==> src/rtl/input_event_pkg.sv <==
// -----------------------------------------------------------------------------
// input_event_pkg
//   Shared definitions for the input event conditioner:
//     - POL_LOW / POL_HIGH : polarity selectors for the POLARITY parameter
//     - clog2()            : ceiling log2 used to size counters
// -----------------------------------------------------------------------------
package input_event_pkg;

  // Polarity selectors. POLARITY is compared against these as a bit
  // string, so "LOW" means a low pin is the active state.
  localparam POL_LOW  = "LOW";
  localparam POL_HIGH = "HIGH";

  // Ceiling log2, never less than 1 so a counter always has at least
  // one bit even for degenerate parameter values.
  function automatic int clog2(input int value);
    int result;
    int remaining;
    result    = 0;
    remaining = value - 1;
    while (remaining > 0) begin
      result    = result + 1;
      remaining = remaining >> 1;
    end
    return (result < 1) ? 1 : result;
  endfunction

endpackage

==> src/rtl/input_event_chan.sv <==
// -----------------------------------------------------------------------------
// input_event_chan
//   One input channel: synchroniser, debounce, edge classification and
//   pulse stretcher.
//
// Ports
//   fpga_clk_50       in   clock
//   hps_fpga_reset_n  in   asynchronous active-low reset
//   data_in           in   raw asynchronous pin
//   data_out          out  debounced level, 1 = active
//   pulse_out         out  PULSE_EXT-cycle pulse on every accepted change
//   rise              out  accepted inactive->active change this cycle (comb)
//   fall              out  accepted active->inactive change this cycle (comb)
// -----------------------------------------------------------------------------
module input_event_chan
  import input_event_pkg::*;
#(
  parameter     POLARITY      = "LOW",
  parameter int SYNC_STAGES   = 2,
  parameter int TIMEOUT       = 50000,
  parameter int TIMEOUT_WIDTH = 16,
  parameter int PULSE_EXT     = 2
) (
  input  logic fpga_clk_50,
  input  logic hps_fpga_reset_n,
  input  logic data_in,
  output logic data_out,
  output logic pulse_out,
  output logic rise,
  output logic fall
);

  localparam bit   ACTIVE_LOW = (POLARITY == POL_LOW);
  // Pin level that represents "inactive"; the synchroniser resets to it so
  // a pin held active through reset is seen as a fresh change afterwards.
  localparam logic IDLE_PIN   = ACTIVE_LOW ? 1'b1 : 1'b0;
  localparam int   PULSE_W    = clog2(PULSE_EXT + 1);

  logic [SYNC_STAGES-1:0]   sync_reg;
  logic [TIMEOUT_WIDTH-1:0] cnt_reg;
  logic [TIMEOUT_WIDTH-1:0] cnt_next;
  logic                     level_reg;
  logic                     level_next;
  logic [PULSE_W-1:0]       pulse_cnt_reg;
  logic [PULSE_W-1:0]       pulse_cnt_next;

  logic active;
  logic differ;
  logic at_limit;
  logic chg;

  // ---------------------------------------------------------------------------
  // Synchroniser: sample enters at bit 0, leaves at the top bit.
  // ---------------------------------------------------------------------------
  always_ff @(posedge fpga_clk_50 or negedge hps_fpga_reset_n) begin
    if (!hps_fpga_reset_n) begin
      sync_reg <= {SYNC_STAGES{IDLE_PIN}};
    end else begin
      sync_reg <= {sync_reg[SYNC_STAGES-2:0], data_in};
    end
  end

  assign active = ACTIVE_LOW ? ~sync_reg[SYNC_STAGES-1] : sync_reg[SYNC_STAGES-1];

  // ---------------------------------------------------------------------------
  // Debounce: the counter measures how long the synchronised level has
  // disagreed with the accepted level. Any agreeing sample restarts it,
  // so only an unbroken run of TIMEOUT disagreeing samples is accepted.
  // ---------------------------------------------------------------------------
  assign differ   = active ^ level_reg;
  assign at_limit = (cnt_reg == TIMEOUT_WIDTH'(TIMEOUT - 1));
  assign chg      = differ & at_limit;

  // Classification uses the level before the toggle.
  assign rise = chg & ~level_reg;
  assign fall = chg &  level_reg;

  always_comb begin
    cnt_next   = cnt_reg;
    level_next = level_reg;
    if (!differ) begin
      cnt_next = '0;
    end else if (at_limit) begin
      cnt_next   = '0;
      level_next = ~level_reg;
    end else begin
      cnt_next = cnt_reg + 1'b1;
    end
  end

  // ---------------------------------------------------------------------------
  // Stretcher: counts remaining pulse cycles. A change during a running
  // pulse reloads the full length, so back-to-back changes never leave a gap.
  // ---------------------------------------------------------------------------
  always_comb begin
    pulse_cnt_next = pulse_cnt_reg;
    if (chg) begin
      pulse_cnt_next = PULSE_W'(PULSE_EXT);
    end else if (pulse_cnt_reg != '0) begin
      pulse_cnt_next = pulse_cnt_reg - 1'b1;
    end
  end

  always_ff @(posedge fpga_clk_50 or negedge hps_fpga_reset_n) begin
    if (!hps_fpga_reset_n) begin
      cnt_reg       <= '0;
      level_reg     <= 1'b0;
      pulse_cnt_reg <= '0;
    end else begin
      cnt_reg       <= cnt_next;
      level_reg     <= level_next;
      pulse_cnt_reg <= pulse_cnt_next;
    end
  end

  assign data_out  = level_reg;
  // Derived straight from the counter register, so it rises on the same
  // edge as data_out and stays high for exactly PULSE_EXT cycles.
  assign pulse_out = (pulse_cnt_reg != '0);

endmodule

==> src/rtl/input_event_irq.sv <==
// -----------------------------------------------------------------------------
// input_event_irq
//   N-channel input conditioner for KEY/SW/GPIO lines with sticky per-channel
//   pending flags and one maskable level interrupt.
//
// Ports
//   fpga_clk_50       in   1      clock, 50 MHz
//   hps_fpga_reset_n  in   1      asynchronous active-low reset
//   data_in           in   WIDTH  raw asynchronous pins
//   rise_en           in   WIDTH  set pending[i] on inactive->active
//   fall_en           in   WIDTH  set pending[i] on active->inactive
//   irq_mask          in   WIDTH  1 = pending[i] contributes to irq
//   clr               in   WIDTH  one-cycle pulse, clears pending[i]
//   data_out          out  WIDTH  debounced level, 1 = active
//   pulse_out         out  WIDTH  stretched pulse on any accepted change
//   pending           out  WIDTH  sticky event flags
//   irq               out  1      registered OR of pending & irq_mask
// -----------------------------------------------------------------------------
module input_event_irq
  import input_event_pkg::*;
#(
  parameter int WIDTH         = 2,
  parameter     POLARITY      = "LOW",
  parameter int SYNC_STAGES   = 2,
  parameter int TIMEOUT       = 50000,
  parameter int TIMEOUT_WIDTH = 16,
  parameter int PULSE_EXT     = 2
) (
  input  logic             fpga_clk_50,
  input  logic             hps_fpga_reset_n,
  input  logic [WIDTH-1:0] data_in,
  input  logic [WIDTH-1:0] rise_en,
  input  logic [WIDTH-1:0] fall_en,
  input  logic [WIDTH-1:0] irq_mask,
  input  logic [WIDTH-1:0] clr,
  output logic [WIDTH-1:0] data_out,
  output logic [WIDTH-1:0] pulse_out,
  output logic [WIDTH-1:0] pending,
  output logic             irq
);

  logic [WIDTH-1:0] rise;
  logic [WIDTH-1:0] fall;
  logic [WIDTH-1:0] pending_reg;
  logic [WIDTH-1:0] pending_next;
  logic [WIDTH-1:0] event_set;
  logic             irq_reg;
  logic             irq_next;

  // ---------------------------------------------------------------------------
  // Per-channel conditioning; channels share nothing.
  // ---------------------------------------------------------------------------
  generate
    for (genvar gi = 0; gi < WIDTH; gi++) begin : g_chan
      input_event_chan #(
        .POLARITY      (POLARITY),
        .SYNC_STAGES   (SYNC_STAGES),
        .TIMEOUT       (TIMEOUT),
        .TIMEOUT_WIDTH (TIMEOUT_WIDTH),
        .PULSE_EXT     (PULSE_EXT)
      ) u_chan (
        .fpga_clk_50      (fpga_clk_50),
        .hps_fpga_reset_n (hps_fpga_reset_n),
        .data_in          (data_in[gi]),
        .data_out         (data_out[gi]),
        .pulse_out        (pulse_out[gi]),
        .rise             (rise[gi]),
        .fall             (fall[gi])
      );
    end
  endgenerate

  // ---------------------------------------------------------------------------
  // Pending: enables are looked at only on the toggle edge, since rise/fall
  // are single-cycle. A set in the same cycle as clr wins so an event that
  // arrives while software acknowledges the previous one is not lost.
  // ---------------------------------------------------------------------------
  assign event_set = (rise & rise_en) | (fall & fall_en);

  always_comb begin
    pending_next = event_set | (pending_reg & ~clr);
    // The mask only gates the interrupt; pending itself is untouched by it.
    irq_next     = |(pending_reg & irq_mask);
  end

  always_ff @(posedge fpga_clk_50 or negedge hps_fpga_reset_n) begin
    if (!hps_fpga_reset_n) begin
      pending_reg <= '0;
      irq_reg     <= 1'b0;
    end else begin
      pending_reg <= pending_next;
      irq_reg     <= irq_next;
    end
  end

  assign pending = pending_reg;
  assign irq     = irq_reg;

endmodule

==> config.mk <==
export PLATFORM = sky130hd
export DESIGN_NAME = input_event_irq
export DESIGN_NICKNAME = d
export VERILOG_FILES = /design/src/rtl/input_event_pkg.sv /design/src/rtl/input_event_chan.sv /design/src/rtl/input_event_irq.sv
export SDC_FILE = /design/constraint.sdc
export NUM_CORES = 1
export LEC_CHECK = 0
export ABC_AREA = 1
export BUFFER_PORTS_ARGS = -buffer_cell sky130_fd_sc_hd__buf_2
export CORE_ASPECT_RATIO = 0.7
export CORE_MARGIN = 2
export CORE_UTILIZATION = 45
export CTS_CLUSTER_SIZE = 28
export DETAILED_ROUTE_END_ITERATION = 6
export GPL_TIMING_DRIVEN = 0
export SLEW_MARGIN = 20
export SYNTH_ARGS = -nofsm -noshare
export SYNTH_HDL_FRONTEND = slang
export SYNTH_SLANG_ARGS = --single-unit
export TNS_END_PERCENT = 5
==> constraint.sdc <==
create_clock -name fpga_clk_50 -period 2.45 [get_ports fpga_clk_50]
set_clock_uncertainty 0.15 [all_clocks]
set_input_delay 0.49 -clock fpga_clk_50 [delete_from_list [all_inputs] [get_ports fpga_clk_50]]
set_output_delay 0.49 -clock fpga_clk_50 [all_outputs]
set_load 0.01 [all_outputs]
==> out/qor.yml <==
dr.pass1.iters: 4
final_cell_mix: "62 x nor2_1, 53 x nand2_1, 43 x inv_1"
layout.nets: 337
largest_register_ff_count: 32
pin_count: 19
gp_congestion: 0.772
dp_slack_ps: 866
cp_max_fo: 4
vias: 1811
tns_ps: 0
grt_pass1_wl_um: 7760
path_common_cell: "inv_1"
async_flop_share_pct: 100
die_w_um: 91.3
power_mw: 1.40
fin_crit_ps: 1910
final_common_cell: "nor2_1"
antenna_cells: 0
drc: 0
rsz0062_at_grt: "no"
dpl.cell_count: 386
ys_seq_area_share_pct: 47.2
start_util_pct: 46.1
ys.flop_type: "dfrtp_1"
end_kind: "output port"
period_share_pct: 78.0
cpPeakStageDelay_ps: 400
antenna_left: 0
n_fill_cell: 506
cts_setup_buffers: 0
tightest_slew_ps: 565
htreeDepth: 2
syn_avg_cell_area_um2: 8.10
outcome: "completed"
slowest_stage: "dfrtp_1"
die-area_um2: 5940
synth_cells: 296
cts-root-buf: "clkbuf_8"
gr-total-overflow: 0
peakVddDrop_mv: 0.324
arrival_ps: 1270
hold_path.class: "in2async"
antenna_found_initial: 0
numCtsBuffers: 5
relSlewSlack_pct: 62.3
holdWs_ps: 15.7
cts_max_path_buffers: 2
startpoint: "g_chan[0].u_chan.pulse_cnt_reg[0]$_DFFE_PN0P_"
p_per_area_nw_per_um2: 518
finalWorstSetupSlack_ps: 540
yosysWarnings: 0
drive_gt1_share_pct: 16.8
port_buffers: 18
synth_area_um2: 2400
track_usage_pct: 17.0
die_y_um: 65.1
final_hold_viol_count: 0
holdBufCountCts: 0
setup_viol: 0
grt_max_degree: 46
synth_cell_types: 27
vias_per_cell: 4.60
grt_pass1_vias: 1623
routed_wl_um: 4410
fin_cells: 394
critical_path_class: "reg2out"
core-area_um2: 5200
p_leak_nw: 1.34
clkSinkCount: 45
fp-row-count: 22
cp.required_ps: 1810
syn_to_final_growth_pct: 12.4
r2r_start: "g_chan[1].u_chan.cnt_reg[0]$_DFF_PN0_"
drt_iter0_drc: 110
postCtsResizedCells: 0
routedWlPerCell_um: 11.2
path_clk_slew_ps: 90
drv_slew: 0
cts_tree: "built"
max_clock_freq_mhz: 524
clkLatencyLatePin_ps: 300
synth_edf_count: 0
ys_seq_elements: 45
crit_chain: "inv_1, ha_1, inv_1, buf_4, buf_2"
dp_hpwl_um: 3300
synth_nets: 312
drv_cap: 0
startpoint_type: "flip-flop"
[Yosys cell counts, types with 2 or more instances]
cell type,number,share of area (%)
a21oi_1,8,1.7
a31oi_1,2,0.52
buf_4,4,1.3
dfrtp_1,41,43
dfstp_2,4,4.4
ha_1,4,2.1
inv_1,43,6.7
nand2_1,53,8.3
nand2_2,3,0.78
nand2_4,2,0.94
nand3_1,22,4.6
nand3_2,3,1.3
nand4_1,4,1.0
nor2_1,62,9.7
nor2_4,6,2.8
nor3_1,8,1.7
o21ai_0,2,0.42
o21ai_2,3,1.1
o21bai_1,2,0.63
xnor2_1,5,1.8
xor2_1,9,3.3
[worst max-delay path, delay by kind of cell, from the launching register on]
family | cells | cell delay, ps
flops | 1 | 400
fa+ha+maj | 1 | 160
buf+inv | 4 | 420
[power by group]
part | internal (mW) | total [mW] | switching, mW
Combinational | 0.0196 | 0.0582 | 0.0386
Clock | 0.305 | 0.572 | 0.267
Sequential | 0.756 | 0.767 | 0.0107
[metal layers]
layer / GRT usage (%) / up-vias / part of all wire [%]
li1: - / 964 / -
met1: 26.7 / 812 / 57
met2: 22.3 / 35 / 38
met3: 4.30 / 0 / 5.0
met4: 5.68 / 0 / 0
met5: 0 / - / 0
[per-stage QoR]
stage	utilization (%)	instance area, um^2
2_1_floorplan	-	2400
5_1_grt	51.8	2700
4_1_cts	51.8	2690
3_3_place_gp	49.6	2580
3_5_place_dp	49.6	2580
6_report	51.8	2700
[layout make-up]
cell class	count	area, um^2	area share [%]
tap	72	90.1	3.34
clock inverter	3	46.3	1.72
multi-input combinational	204	1080	39.9
clock buffer	5	68.8	2.55
timing repair buffer	18	92.6	3.43
buffer	4	30.0	1.11
sequential	45	1130	41.9
inverter	43	161	5.99
[kinds of logic after synthesis]
group / synth area share (%)
and+or+nand+nor: 32.8
buffers and inverters: 7.98
DFF: 47.2
AOI/OAI and AO/OA: 4.90
xor gates and xnor gates: 5.11
adders and majority gates: 2.09
[worst paths after layout]
check                           depth (start not counted)  slack (ps)                                            end
worst max-delay path                                    5         540                                   pulse_out[0]
worst min-delay path                                    1          20          g_chan[1].u_chan.data_out$_DFFE_PN0N_
worst max register to register                          6         870          g_chan[1].u_chan.cnt_reg[9]$_DFF_PN0_
worst min register to register                          0         210         g_chan[1].u_chan.sync_reg[1]$_DFF_PN1_
max in group asynchronous                               1        1740  g_chan[1].u_chan.pulse_cnt_reg[0]$_DFFE_PN0P_
min in group fpga_clk_50                                1         130         g_chan[0].u_chan.sync_reg[0]$_DFF_PN1_
Note: power is estimated with default switching activity, not from simulation.
